## src/rtl/sigsource_pkg.sv

```systemverilog
// rtl/sigsource_pkg.sv - shared FSM state type and default sizing for the signal-source stage
package sigsource_pkg;

  typedef enum logic [1:0] {
    ST_IDLE  = 2'd0,
    ST_RUN   = 2'd1,
    ST_STALL = 2'd2
  } seq_state_e;

  localparam int unsigned DEF_WIDTH = 32;
  localparam int unsigned DEF_TRATE = 30;
  localparam int unsigned DEF_ACCUM = 64;

endpackage

```

## src/rtl/sigfifo2.sv

```systemverilog
// rtl/sigfifo2.sv - two-entry sample FIFO with full/empty flags
module sigfifo2 #(
  parameter int unsigned DW = 64
) (
  input  logic          clock,
  input  logic          reset,
  input  logic          push_i,
  input  logic [DW-1:0] wdata_i,
  input  logic          pop_i,
  output logic [DW-1:0] rdata_o,
  output logic          full_o,
  output logic          empty_o
);

  logic [DW-1:0] mem_q [2];
  logic          wptr_q;
  logic          rptr_q;
  logic [1:0]    count_q;
  logic          do_push;
  logic          do_pop;

  assign empty_o = (count_q == 2'd0);
  assign full_o  = (count_q == 2'd2);
  assign rdata_o = mem_q[rptr_q];

  // A push while full is only honoured when the head leaves on the same edge.
  assign do_pop  = pop_i && !empty_o;
  assign do_push = push_i && (!full_o || do_pop);

  always_ff @(posedge clock or posedge reset) begin
    if (reset) begin
      mem_q[0] <= '0;
      mem_q[1] <= '0;
      wptr_q   <= 1'b0;
      rptr_q   <= 1'b0;
      count_q  <= 2'd0;
    end else begin
      if (do_push) begin
        mem_q[wptr_q] <= wdata_i;
        wptr_q        <= ~wptr_q;
      end
      if (do_pop) begin
        rptr_q <= ~rptr_q;
      end
      case ({do_push, do_pop})
        2'b10:   count_q <= count_q + 2'd1;
        2'b01:   count_q <= count_q - 2'd1;
        default: count_q <= count_q;
      endcase
    end
  end

endmodule

```

## src/rtl/sigsequencer.sv

```systemverilog
// rtl/sigsequencer.sv - replays each buffered IQ sample TRATE times with block framing
module sigsequencer
  import sigsource_pkg::*;
#(
  parameter  int unsigned WIDTH = DEF_WIDTH,
  parameter  int unsigned TRATE = DEF_TRATE,
  parameter  int unsigned ACCUM = DEF_ACCUM,
  localparam int unsigned TBITS = $clog2(TRATE),
  localparam int unsigned CBITS = $clog2(ACCUM)
) (
  input  logic             clock,
  input  logic             reset,
  input  logic             en_i,
  input  logic             sig_valid_i,
  output logic             sig_ready_o,
  input  logic [WIDTH-1:0] sig_idata_i,
  input  logic [WIDTH-1:0] sig_qdata_i,
  output logic             valid_o,
  output logic             first_o,
  output logic             next_o,
  output logic             last_o,
  output logic [TBITS-1:0] taddr_o,
  output logic [WIDTH-1:0] idata_o,
  output logic [WIDTH-1:0] qdata_o,
  output logic             underrun_o
);

  localparam logic [TBITS-1:0] TLAST = TBITS'(TRATE - 1);
  localparam logic [CBITS-1:0] CLAST = CBITS'(ACCUM - 1);

  seq_state_e         state_q, state_d;
  logic [TBITS-1:0]   taddr_q, taddr_d;
  logic [CBITS-1:0]   scount_q, scount_d;
  logic               valid_q, valid_d;
  logic               first_q, first_d;
  logic               next_q, next_d;
  logic               last_q, last_d;
  logic               underrun_q;
  logic               rdy_q;
  logic [WIDTH-1:0]   idata_q, qdata_q;
  logic               pop;
  logic               push;
  logic               fifo_full;
  logic               fifo_empty;
  logic [2*WIDTH-1:0] fifo_rdata;

  // rdy_q keeps the input closed until the first edge after reset release.
  assign sig_ready_o = rdy_q && !fifo_full;
  assign push        = sig_valid_i && sig_ready_o;

  sigfifo2 #(
    .DW (2 * WIDTH)
  ) u_fifo (
    .clock   (clock),
    .reset   (reset),
    .push_i  (push),
    .wdata_i ({sig_idata_i, sig_qdata_i}),
    .pop_i   (pop),
    .rdata_o (fifo_rdata),
    .full_o  (fifo_full),
    .empty_o (fifo_empty)
  );

  always_comb begin
    state_d  = state_q;
    taddr_d  = taddr_q;
    scount_d = scount_q;
    pop      = 1'b0;
    unique case (state_q)
      ST_IDLE: begin
        taddr_d  = '0;
        scount_d = '0;
        if (en_i && !fifo_empty) begin
          state_d = ST_RUN;
          pop     = 1'b1;
        end
      end
      ST_RUN: begin
        if (taddr_q != TLAST) begin
          taddr_d = taddr_q + TBITS'(1);
        end else begin
          taddr_d = '0;
          if (scount_q == CLAST) begin
            // Block boundary: the only place en_i is honoured.
            scount_d = '0;
            if (en_i && !fifo_empty) begin
              pop = 1'b1;
            end else begin
              state_d = ST_IDLE;
            end
          end else begin
            scount_d = scount_q + CBITS'(1);
            if (!fifo_empty) begin
              pop = 1'b1;
            end else begin
              state_d = ST_STALL;
            end
          end
        end
      end
      ST_STALL: begin
        if (!fifo_empty) begin
          state_d = ST_RUN;
          pop     = 1'b1;
        end
      end
      default: begin
        state_d = ST_IDLE;
      end
    endcase

    // Framing is derived from the next counters so every strobe is registered.
    valid_d = (state_d == ST_RUN);
    first_d = valid_d && (taddr_d == '0) && (scount_d == '0);
    next_d  = valid_d && (taddr_d == TLAST);
    last_d  = next_d && (scount_d == CLAST);
  end

  always_ff @(posedge clock or posedge reset) begin
    if (reset) begin
      state_q    <= ST_IDLE;
      taddr_q    <= '0;
      scount_q   <= '0;
      valid_q    <= 1'b0;
      first_q    <= 1'b0;
      next_q     <= 1'b0;
      last_q     <= 1'b0;
      underrun_q <= 1'b0;
      rdy_q      <= 1'b0;
      idata_q    <= '0;
      qdata_q    <= '0;
    end else begin
      state_q    <= state_d;
      taddr_q    <= taddr_d;
      scount_q   <= scount_d;
      valid_q    <= valid_d;
      first_q    <= first_d;
      next_q     <= next_d;
      last_q     <= last_d;
      underrun_q <= underrun_q || (state_d == ST_STALL);
      rdy_q      <= 1'b1;
      if (pop) begin
        {idata_q, qdata_q} <= fifo_rdata;
      end
    end
  end

  assign valid_o    = valid_q;
  assign first_o    = first_q;
  assign next_o     = next_q;
  assign last_o     = last_q;
  assign taddr_o    = taddr_q;
  assign idata_o    = idata_q;
  assign qdata_o    = qdata_q;
  assign underrun_o = underrun_q;

endmodule

```

## config.mk

```make
export PLATFORM = sky130hd
export DESIGN_NAME = sigsequencer
export DESIGN_NICKNAME = d
export VERILOG_FILES = /design/src/rtl/sigsource_pkg.sv /design/src/rtl/sigfifo2.sv /design/src/rtl/sigsequencer.sv
export SDC_FILE = /design/constraint.sdc
export NUM_CORES = 1
export LEC_CHECK = 0
export CAP_MARGIN = 30
export CORE_ASPECT_RATIO = 1.25
export CORE_MARGIN = 2
export CORE_UTILIZATION = 39
export DETAILED_ROUTE_END_ITERATION = 10
export PLACE_DENSITY = 0.67
export SLEW_MARGIN = 15
export SYNTH_ARGS = -nofsm -noshare
export SYNTH_HDL_FRONTEND = slang
export SYNTH_SLANG_ARGS = --single-unit
```

## constraint.sdc

```tcl
create_clock -name clock -period 6.4 [get_ports clock]
set_input_delay 0.64 -clock clock [delete_from_list [all_inputs] [get_ports clock]]
set_output_delay 0.64 -clock clock [all_outputs]
set_load 0.02 [all_outputs]
```

==> summary.txt <==
P per Cell Area = 513 nW/µm²
CTS tree = built
hold_buf cts = 0
Antenna Cells = 0
CP Capture Type = flip-flop
Total GRT Usage = 14.9%
Netlist cell types = 54
YS warnings = 0
sequential cell area fraction in the yosys report = 58.9%
via count = 5657
Max clock buf depth = 3
slowest CP cell = a221o_4
TritonRoute pass-1 iters = 5
Worst path max stage delay = 0.59 ns
layout cells sized above 1 = 25.6%
CTS sink count = 215
async set-reset flop share out of synthesis = 100%
die area = 24700 µm²
final setup fails = 0
worst reg2reg startpoint = taddr_o[0]
Final Cell Area = 11600 µm²
RSZ-0062 raised after global routing = false
Hold WC Path Type = reg -> reg
WL final = 18100 µm
fillcell total = 2032
vias in the first global route = 5832
die height = 175 µm
Worst Path Required = 6.84 ns
DR iter-0 viols = 238
final hold vios = 0
Avg Inst Size Synth = 13.3 µm²
worst skew pair latency = 0.51 ns
CORE AREA = 23000 µm²
EDFF count, synth = 0
CP bufs+invs = 2
Via-to-Cell Ratio = 5.03
die width = 141 µm
Top delay family on crit path = buffers and inverters
WL/cell = 16.1 µm
Port Buffers = 142
Starting Density = 39.8%
Clock H-tree levels = 1
Crit Path Class = reg -> reg
Critical Path Fanout Max = 56
GRT Residual Overflow = 0
post-route ant nets = 0
Slew Viols, Final = 0
crit-path cells = ha_1 -> and4_2 -> nand2b_1 -> a221o_4 -> buf_4 -> buf_16 -> nand2_1 -> o21ai_2
Main synth FF type = dfrtp_1
worst rel slew slack = 42.7%
CTS resizes = 0
setup bufs post-CTS = 0
hold wc startpoint = idata_o[3]
Worst setup SP type = flip-flop
Lkg Pwr = 5.13 nW
fmax = 353 MHz
syn nets = 758
FF+latch count, synth = 215
area grow syn2layout = 27.1%
fin crit share = 44.3%
Power Total = 0.00595 W
VDD IR max = 0.000335 V
largest net degree at the start of global routing = 118
Max Cap Viol = 0
Post-Syn Area = 9140 µm²
Clock Pin Slew Worst Setup and Hold Paths = 0.06 ns
DRC Markers = 0
Placed Area = 10700 µm²
# rows = 62
DP Wirelength = 11200 µm
initial antenna violation count = 0
GPL Wtd Cong = 0.799
net count reported at finish = 892
CTS Root Cell = clkbuf_16
status = complete, no violations
measured slew at the worst slew-check pin = 0.860 ns
I/O Pins = 143
Synth Instances = 686
setup_tns = 0 ns
Num CTS Buffers = 22
Layout Skew = 0.0187 ns
minimum clock period after layout = 2.84 ns
WP data arrival = 3.27 ns
Worst Setup SP = taddr_o[0]
first-pass GRT wire length = 30100 µm
==> power breakdown <==
group | internal [W] | switching (W)
Combinational | 0.00115 | 0.000998
Sequential | 0.00202 | 0.000406
Clock | 0.000848 | 0.000532
Total | 0.00402 | 0.00194
==> cell usage in the layout, fill, tap and decap left out, types with 6 or more instances in the layout <==
cell type	netlist	routed
clkbuf_16	0	23
clkbuf_8	0	6
clkdlybuf4s50_1	0	142
dfrtp_1	215	214
inv_1	8	7
mux2_1	11	11
mux2_2	117	117
mux2i_1	64	64
nand2_1	82	82
nand3_1	8	7
nor2_1	6	6
o21ai_1	34	34
o21ai_2	30	30
o31ai_1	6	6
==> synthesized netlist by cell type (2+ instances only) <==
master / n / area share [%]
buf_2: 17 / 0.93
dfrtp_1: 215 / 59
a2bb2oi_1: 2 / 0.19
o21ai_2: 30 / 2.9
mux2_1: 11 / 1.4
a21o_2: 2 / 0.19
a22o_1: 3 / 0.29
o311ai_0: 2 / 0.19
clkbuf_1: 9 / 0.37
mux2_2: 117 / 14
a22oi_1: 2 / 0.16
ha_1: 4 / 0.55
nor3_1: 2 / 0.11
inv_1: 8 / 0.33
mux2i_1: 64 / 7.0
nor2b_1: 3 / 0.21
o31ai_1: 6 / 0.49
xnor2_1: 2 / 0.19
nor2_1: 6 / 0.25
a31oi_1: 2 / 0.14
nand2_1: 82 / 3.4
and3_1: 4 / 0.27
buf_6: 13 / 1.6
a21oi_1: 2 / 0.11
nand3_1: 8 / 0.44
o21ai_0: 4 / 0.22
nor4_1: 2 / 0.14
o21ai_1: 34 / 1.9
nand2b_1: 4 / 0.27
buf_4: 2 / 0.16
==> cell families after synthesis <==
family,synth area share (%)
other cells,0.0410
simple gates,6.26
flops,58.9
compound gates,7.57
buf+inv,3.44
xor+xnor,0.466
fa+ha+maj,0.548
mux,22.8
==> worst min-delay path: stages, from the launching register on <==
cell and delay, ns:
dfrtp_1 0.34, nand2_1 0.06, o21ai_2 0.05
==> final cells by class <==
type | count | area, µm² | share of cell area, %
clock buffers | 31 | 666 | 5.73
clock inverters | 9 | 129 | 1.11
inverters | 9 | 37.5 | 0.323
multi-input cells | 421 | 3470 | 29.9
flip-flops and latches | 215 | 5380 | 46.4
well taps | 288 | 360 | 3.10
repair buffers | 151 | 1570 | 13.5
==> final timing paths <==
check	to	slack (ns)	cells after the start
max reg2reg	idata_o[16]	3.56	8
min reg2reg	idata_o[3]	0.48	2
min in group asynchronous	u_fifo.mem_q[60]	0.56	2
max in group asynchronous	u_fifo.rptr_q	4.75	3
min	idata_o[3]	0.48	2
max	idata_o[16]	3.56	8
==> per-layer routing <==
| layer | share of wire, % | up-vias | wire (µm) | track usage, % |
|---|---|---|---|---|
| met5 | 0 | - | 0 | 0 |
| met4 | 1.7 | 0 | 308 | 3.79 |
| met3 | 5.1 | 26 | 918 | 3.01 |
| met2 | 51 | 120 | 9180 | 26.5 |
| met1 | 43 | 2816 | 7700 | 18.7 |
| li1 | - | 2695 | - | - |
==> registers in the layout, summed over array words and instances (netlist names), 2 cells and up <==
signal / cells
scount_q: 6
state_q: 2
qdata_o: 32
u_fifo.count_q: 2
u_fifo.mem_q: 128
taddr_o: 5
idata_o: 32
==> through the flow <==
stage | setup WS [ns] | hold slack, ns | instances | util [%]
final | 3.56 | 0.476 | 1124 | 50.6
after global routing | 3.34 | 0.500 | 1124 | 50.6
after CTS | 3.33 | 0.479 | 1121 | 50.2
after detailed placement | 3.33 | 0.463 | 1081 | 46.8
after global placement | 3.41 | 0.461 | 1080 | 46.7
after floorplan | 2.96 | 0.459 | 686 | -
No activity file was read; power rests on OpenSTA's default activity.
==> RTL change, RTL diff (same flow settings) <==
`DEF_WIDTH`: 32 -> 64.
--- a/src/rtl/sigsource_pkg.sv
+++ b/src/rtl/sigsource_pkg.sv
@@ -7,7 +7,7 @@
     ST_STALL = 2'd2
   } seq_state_e;
 
-  localparam int unsigned DEF_WIDTH = 32;
+  localparam int unsigned DEF_WIDTH = 64;
   localparam int unsigned DEF_TRATE = 30;
   localparam int unsigned DEF_ACCUM = 64;
 
Interface: changed (resized idata_o, qdata_o, sig_idata_i and sig_qdata_i); port bits go from 143 to 271. No check against the original RTL was run, so the function may have changed too.
==> RTL change against the original RTL <==
  * Count of clock-buffer cells in the layout increased by 24
  * Non-clock buffer count increased by 138
  * Power grew 90%
  * Wire length grew 110%
  * Sequential share of layout area barely moved
  * Sequential cell count increased by 192
  * Setup slack lost 0.12 ns
  * Final area grew 89%
  * Global-route usage rose by 1.0 points
  * Clock skew increased by 0.0021 ns
  * Utilization down 0.84 points
  * Synthesized area up 91%
  * Critical endpoint is now u_fifo.count_q[1]
  * Largest cell class unchanged
==> RTL change: results <==
run_status:
  status: "completed"
cells_and_area:
  inverters: 7
  n_clock_buffer: 55
  seq_area_um2: 10200
  n_all_buffers: 289
  finalNetCount: 1618
  final_layout_size_suffix_gt1_share_pct: 30.0
place:
  dpl_worst_slack_ns: 2.78
  dpl_cell_area_um2: 20400
sta:
  clock_skew_ns: 0.0208
worst_setup_path:
  r2r_slack_ns: 3.44
  arrival_ns: 3.42
  path_max_fanout: 43
  r2r.worst_path.cells: 10
  rr_endpoint: "u_fifo.count_q[1]"
yosys:
  syn_avg_cell_area_um2: 14.2
  ys_seq_elements: 407
  synth_common_cells: "dfrtp_1 (407), mux2_2 (147), mux2i_1 (128)"
  synth.net_count: 1366
power_and_ir_drop:
  power.leakage_uw: 0.00968
  swShare_pct: 33.5
  pwr-share-comb_pct: 37.0
clocking:
  clk_latency_ns: 0.54
  cts_made_buffers: 42
global_route:
  grt_pass1_vias: 10700
  antenna_found_initial: 4
routing:
  drtIter0Drc: 296
==> RTL change: routing by layer <==
| metal | global-route usage [%] | vias to the layer above | share of wire, % |
|---|---|---|---|
| li1 | - | 4874 | - |
| met4 | 4.60 | 4 | 2.0 |
| met5 | 0 | - | 0.061 |
| met3 | 3.93 | 48 | 5.0 |
| met2 | 27.8 | 188 | 50 |
| met1 | 19.7 | 5240 | 43 |
==> RTL change: per-stage QoR <==
step                      cells  total power, uW  utilization [%]
after CTS                  2078            11500             49.4
final                      2085            11300             49.7
after detailed placement   2005             8880             46.2
after global routing       2085            12000             49.7
after floorplan            1230             7340                -
after global placement     2004             8710             46.1
==> RTL change: worst max path at each step <==
stage	startpoint	to	slack (ns)	cells after the start
finish	scount_q[0]	u_fifo.count_q[1]	3.44	10
global route	scount_q[0]	u_fifo.count_q[1]	3.24	10
CTS	u_fifo.count_q[0]	u_fifo.mem_q[31]	3.21	6
detailed placement	sig_valid_i	u_fifo.mem_q[14]	2.78	5
global placement	sig_valid_i	u_fifo.mem_q[37]	2.82	5
floorplan	reset	first_o	0.28	1
==> RTL change: cell families after synthesis <==
kind of cell / synth area share (%)
AOI/OAI and AO/OA: 7.36
xor gates and xnor gates: 0.200
adders and majority gates: 0.286
buffers and inverters: 3.98
DFF: 58.2
muxes: 23.8
other: 0.0214
and+or+nand+nor: 6.14
==> RTL change: worst max-delay path, stage by stage, from the launching register on <==
cell and delay (ns):
dfrtp_1 0.51, ha_1 0.33, nand3_4 0.12, a211oi_2 0.25, a211o_4 0.41, buf_4 0.54, inv_2 0.06, ha_1 0.23
xnor2_1 0.13, nor2_1 0.13, xor2_1 0.15
